==> src/rtl/muldiv_issue_ctrl_pkg.sv <==
// Shared encodings and latency defaults for the HI/LO multiply/divide unit
// and the E-stage issue controller that sequences it.
package muldiv_issue_ctrl_pkg;

  // E-stage muldiv-class instruction encodings (req_op)
  typedef enum logic [2:0] {
    OP_MULTU = 3'b000,
    OP_MULT  = 3'b001,
    OP_DIVU  = 3'b010,
    OP_DIV   = 3'b011,
    OP_MTHI  = 3'b100,
    OP_MTLO  = 3'b101,
    OP_MFHI  = 3'b110,
    OP_MFLO  = 3'b111
  } req_op_e;

  // Unit MulOp control values
  localparam logic [2:0] MULOP_MULTU = 3'b000;
  localparam logic [2:0] MULOP_MULT  = 3'b001;
  localparam logic [2:0] MULOP_DIVU  = 3'b010;
  localparam logic [2:0] MULOP_DIV   = 3'b011;
  localparam logic [2:0] MULOP_NONE  = 3'b111;

  // Unit MTHILO control values
  localparam logic [1:0] MT_LO   = 2'b00;
  localparam logic [1:0] MT_HI   = 2'b01;
  localparam logic [1:0] MT_NONE = 2'b11;

  // Busy latencies shared by the unit and the controller
  localparam int MUL_LAT_DFLT = 5;
  localparam int DIV_LAT_DFLT = 10;
  localparam int CNT_W_DFLT   = 4;

  // Instruction class as seen by the issue logic
  typedef enum logic [1:0] {
    CLS_MUL = 2'b00,
    CLS_DIV = 2'b01,
    CLS_MT  = 2'b10,
    CLS_MF  = 2'b11
  } op_class_e;

  // Controller occupancy states
  typedef enum logic [1:0] {
    ST_IDLE    = 2'b00,
    ST_RUN_MUL = 2'b01,
    ST_RUN_DIV = 2'b10
  } state_e;

endpackage

==> src/rtl/muldiv_issue_ctrl_decode.sv <==
// Combinational req_op decoder: class, raw MulOp, raw MTHILO and HI/LO read
// select. Ungated, so the D-stage hazard unit can reuse it unchanged.
module muldiv_decode
  import muldiv_issue_ctrl_pkg::*;
(
  input  logic [2:0] op_i,
  output op_class_e  cls_o,
  output logic [2:0] mul_op_o,
  output logic [1:0] mthilo_o,
  output logic       hilo_sel_o
);

  // Map each opcode to its class and raw unit controls
  always_comb begin
    // NOTE: every output gets a default first so no path leaves one unassigned (no latch).
    cls_o      = CLS_MF;
    mul_op_o   = MULOP_NONE;
    mthilo_o   = MT_NONE;
    hilo_sel_o = (op_i == OP_MFHI);
    unique case (op_i)
      OP_MULTU: begin cls_o = CLS_MUL; mul_op_o = MULOP_MULTU; end
      OP_MULT:  begin cls_o = CLS_MUL; mul_op_o = MULOP_MULT;  end
      OP_DIVU:  begin cls_o = CLS_DIV; mul_op_o = MULOP_DIVU;  end
      OP_DIV:   begin cls_o = CLS_DIV; mul_op_o = MULOP_DIV;   end
      OP_MTHI:  begin cls_o = CLS_MT;  mthilo_o = MT_HI;       end
      OP_MTLO:  begin cls_o = CLS_MT;  mthilo_o = MT_LO;       end
      default:  cls_o = CLS_MF;
    endcase
  end

endmodule

==> src/rtl/muldiv_issue_ctrl.sv <==
// E-stage issue controller for the shared HI/LO multiply/divide unit.
// Models unit occupancy with a latency counter, stalls D/E while an
// operation is in flight and flags any divergence from the unit's busy.
module muldiv_issue_ctrl
  import muldiv_issue_ctrl_pkg::*;
#(
  parameter int MUL_LAT = MUL_LAT_DFLT,
  parameter int DIV_LAT = DIV_LAT_DFLT,
  parameter int CNT_W   = CNT_W_DFLT
) (
  input  logic       clk,
  input  logic       reset,
  input  logic       req_valid,
  input  logic [2:0] req_op,
  input  logic       flush,
  input  logic       unit_busy,
  output logic [2:0] mul_op,
  output logic [1:0] mthilo,
  output logic       hilo_sel,
  output logic       stall,
  output logic       busy,
  output logic       sync_err
);

  state_e           state_q, state_d;
  logic [CNT_W-1:0] cnt_q, cnt_d;
  logic             sync_err_q, sync_err_d;

  op_class_e        dec_cls;
  logic [2:0]       dec_mul_op;
  logic [1:0]       dec_mthilo;
  logic             dec_hilo_sel;
  logic             live_req;
  logic             go;

  muldiv_decode u_decode (
    .op_i       (req_op),
    .cls_o      (dec_cls),
    .mul_op_o   (dec_mul_op),
    .mthilo_o   (dec_mthilo),
    .hilo_sel_o (dec_hilo_sel)
  );

  // Flush wins over everything: a killed request neither stalls nor issues.
  // Every muldiv-class op waits on busy, which keeps HI/LO accesses ordered.
  assign live_req = req_valid & ~flush;
  assign busy     = (state_q != ST_IDLE);
  assign stall    = live_req & busy;
  assign go       = live_req & ~busy;
  assign mul_op   = go ? dec_mul_op : MULOP_NONE;
  assign mthilo   = go ? dec_mthilo : MT_NONE;
  assign hilo_sel = dec_hilo_sel;
  assign sync_err = sync_err_q;

  // Next state: start a run on mul/div issue, count down to IDLE
  always_comb begin
    state_d    = state_q;
    cnt_d      = cnt_q;
    sync_err_d = sync_err_q | (busy != unit_busy);
    unique case (state_q)
      ST_IDLE: begin
        if (go && dec_cls == CLS_MUL) begin
          state_d = ST_RUN_MUL;
          cnt_d   = CNT_W'(MUL_LAT);
        end else if (go && dec_cls == CLS_DIV) begin
          state_d = ST_RUN_DIV;
          cnt_d   = CNT_W'(DIV_LAT);
        end
      end
      ST_RUN_MUL, ST_RUN_DIV: begin
        // Flush does not abort a run; the counter never wraps below zero.
        if (cnt_q > CNT_W'(1)) begin
          cnt_d = cnt_q - CNT_W'(1);
        end else begin
          cnt_d   = '0;
          state_d = ST_IDLE;
        end
      end
      default: begin
        state_d = ST_IDLE;
        cnt_d   = '0;
      end
    endcase
  end

  // State, counter and sticky error registers with synchronous reset
  always_ff @(posedge clk) begin
    // NOTE: sequential state uses <= so every register samples pre-edge values.
    if (reset) begin
      state_q    <= ST_IDLE;
      cnt_q      <= '0;
      sync_err_q <= 1'b0;
    end else begin
      state_q    <= state_d;
      cnt_q      <= cnt_d;
      sync_err_q <= sync_err_d;
    end
  end

endmodule

==> config.mk <==
export PLATFORM = sky130hd
export DESIGN_NAME = muldiv_issue_ctrl
export DESIGN_NICKNAME = d
export VERILOG_FILES = /design/src/rtl/muldiv_issue_ctrl_pkg.sv /design/src/rtl/muldiv_issue_ctrl_decode.sv /design/src/rtl/muldiv_issue_ctrl.sv
export SDC_FILE = /design/constraint.sdc
export NUM_CORES = 1
export LEC_CHECK = 0
export ABC_AREA = 1
export CAP_MARGIN = 5
export CORE_MARGIN = 10
export CORE_UTILIZATION = 30
export CTS_CLUSTER_DIAMETER = 60
export DETAILED_ROUTE_END_ITERATION = 16
export PLACE_DENSITY = 0.59
export SETUP_SLACK_MARGIN = 0.15
export SYNTH_ARGS = -nofsm -noshare
export SYNTH_HDL_FRONTEND = slang
export SYNTH_SLANG_ARGS = --single-unit
==> constraint.sdc <==
create_clock -name clk -period 2.6 [get_ports clk]
set_input_delay 0.26 -clock clk [delete_from_list [all_inputs] [get_ports clk]]
set_output_delay 0.26 -clock clk [all_outputs]
set_load 0.03 [all_outputs]
==> metrics <==
outcome completed; # nets final roughly 110; Root Driver clkbuf_4; Worst slew margin 0.783; die height roughly 60 µm; Initial Utilization 0.324; Mapped Nets 91; WP data required approximately 2.3 ns; Synth Register Bits 7; Hold Path Origin sync_err; number of synthesis warnings 0; placed insts 111; clk_lat worst skew between 0.2 and 0.25 ns; Die X 60.8 µm; core area 1540 µm²; VDD IR max 0.405 mV; Cell Chain, Critical Path inv_1 > ha_1 > nand3_2 > nor2_4 > inv_1 > or2_1 > clkdlybuf4s50_1; clock tree from TritonCTS yes; area of the multi-input gates approximately 290 µm²; Hold EP sync_err; Worst Skew between 0.002 and 0.003 ns; final setup TNS 0 ns; Synth cell types 16; Max-cap violations 0; actual slew at the worst max-slew pin ~0.32 ns; # setup viols final 0; Largest delay share family, worst path buffers and inverters; largest net degree at the start of global routing 7; share of cells above drive strength 1 0.0606; Hold Slack 0.488 ns; # port buffers 16; worst min-delay path category flip-flop to flip-flop; leading cell types by total area after synthesis dfxtp_1, nand2_1, inv_1; Layout area overhead 41.4%; Critical Path Fanout Max 6; Post-Syn Area roughly 500 µm²; DRC Markers 0; Worst R2R Start cnt_q[0]; reg2reg setup slack roughly 1.2 ns; Reg2Reg Capture Point cnt_q[2]; vias in the first global route around 480; total chip power 0.443 mW; part of the cycle the worst path needs 0.889; critical path's slowest cell clkdlybuf4s50_1; RD Place Congestion 0.795; Final Max Tran Viols 0; Filler cells between 150 and 200; worst reg2reg path depth 9; Post-Synthesis Cells 79; row count 14; ANT cells 0; final hold vios 0; io pins 17; Vias/cell between 4 and 5; critical path class flip-flop to output pin; Lkg Pwr between 0.3 and 0.4 nW; post-synth top area share 0.281; total global routing track utilization 0.0713; Seq/Total Area, Yosys 0.281; syn_area_per_cell 6.32 µm²; post-layout util 0.458; Worst path max stage delay about 0.59 ns; via count 488; Routed WL 1.21 mm; routed len/inst ~11 µm; Worst setup EP type output pin; H-tree depth 1; Antenna Nets Post-Route 0; post-cts sizing count 0; Most common cell on crit path inv_1; clock sink count 7; unrepaired setup endpoints after global routing no; pwr dens about 630 nW/µm²; Hold Crit Depth 2; Worst Path Arrival between 2 and 2.5 ns; first-pass GRT wire length 2.08 mm; Fmax around 430 MHz; hold_buf cts 0; Congestion Overflow GR 0; Setup crit start kind flip-flop; initial antenna violation count 0; Initial DRC Count 5; final non-filler cell total between 100 and 150; detailed placer's ending HPWL between 1 and 1.5 mm; Die ar. approximately 3700 µm²; CTS clk-pin slew, worst paths approximately 0.05 ns; Yosys top cell by area dfxtp_1; Tmin final between 2 and 2.5 ns; Post-CTS Setup Inserts 0; CP Buf/Inv Count 3; total CTS buffers 3; CTS Buffer Depth 2; DR pass1 iterations 4; Reg area around 140 µm²
Yosys cell counts:
| library cell | number |
|---|---|
| a21oi_1 | 7 |
| dfxtp_1 | 7 |
| ha_1 | 4 |
| inv_1 | 19 |
| nand2_1 | 23 |
| nand2_2 | 1 |
| nand3_1 | 4 |
| nand3_2 | 1 |
| nand4_1 | 1 |
| nor2_1 | 3 |
| nor2_4 | 1 |
| nor3b_1 | 1 |
| o21ai_0 | 3 |
| o21ai_1 | 1 |
| or2_1 | 1 |
| xnor2_1 | 2 |
area by class of cell:
type	instances	share of cell area
Inverter	19	0.101
Sequential cell	7	0.199
Timing Repair Buffer	16	0.227
Clock buffer	4	0.0372
Tap cell	16	0.0284
Multi-Input combinational cell	53	0.408
sequential cells by signal (all words and copies together) (netlist names):
register	flops
cnt_q	4
state_q	2
sync_err	1
worst min-delay path, delay by kind of cell (launching register included):
kind / cells / cell delay, ns
DFF: 1 / 0.33
AOI/OAI and AO/OA: 1 / 0.09
buffers and inverters: 1 / 0.04
where the power goes:
part           internal, mW  switching, mW  total [mW]
sequential            0.126         0.0133       0.139
clock                0.0583         0.0366      0.0950
combinational        0.0830          0.126       0.209
total                 0.267          0.176       0.443
metrics by stage:
| step | setup WS [ns] | cell area (µm²) |
|---|---|---|
| after floorplan | 0.999 | 499 |
| after global placement | 0.511 | 679 |
| after detailed placement | 0.483 | 679 |
| after CTS | 0.274 | 706 |
| after global routing | 0.172 | 706 |
| final | 0.288 | 706 |
layer usage:
metal  vias to the layer above  GRT usage  share of wire  wire (µm)
met3                         0     0.0146          0.032         39
met5                         -          0              0          0
met4                         0     0.0282              0          0
li1                        279          -              -          -
met1                       202     0.0873           0.48        582
met2                         7      0.118           0.49        588
cells by family after synthesis:
kind of cell | Yosys count | synth area share
buffers and inverters | 19 | 0.143
XOR/XNOR | 2 | 0.0351
AO/OA/AOI/OAI | 11 | 0.110
flip-flops | 7 | 0.281
AND/OR/NAND/NOR | 36 | 0.331
adder cells (fa/ha/maj) | 4 | 0.100
cells in the final DEF (no fill, tap or decap), types with 3 or more instances in the layout:
cell type,n
nand2_1,23
a21oi_1,7
inv_1,19
clkdlybuf4s50_1,16
nor2_1,3
dfxtp_1,7
o21ai_0,3
ha_1,4
nand3_1,4
clkbuf_4,3
worst max path at each step:
stage,slack [ns],from,cells past startpoint,end
floorplan,1.0,state_q[0],6,mul_op[0]
global placement,0.51,req_valid,6,mul_op[0]
detailed placement,0.48,req_valid,6,mul_op[0]
CTS,0.27,state_q[1],7,mul_op[0]
global route,0.17,state_q[1],7,mul_op[0]
finish,0.29,state_q[1],7,mul_op[0]
Note: power is estimated with default switching activity, not from simulation.
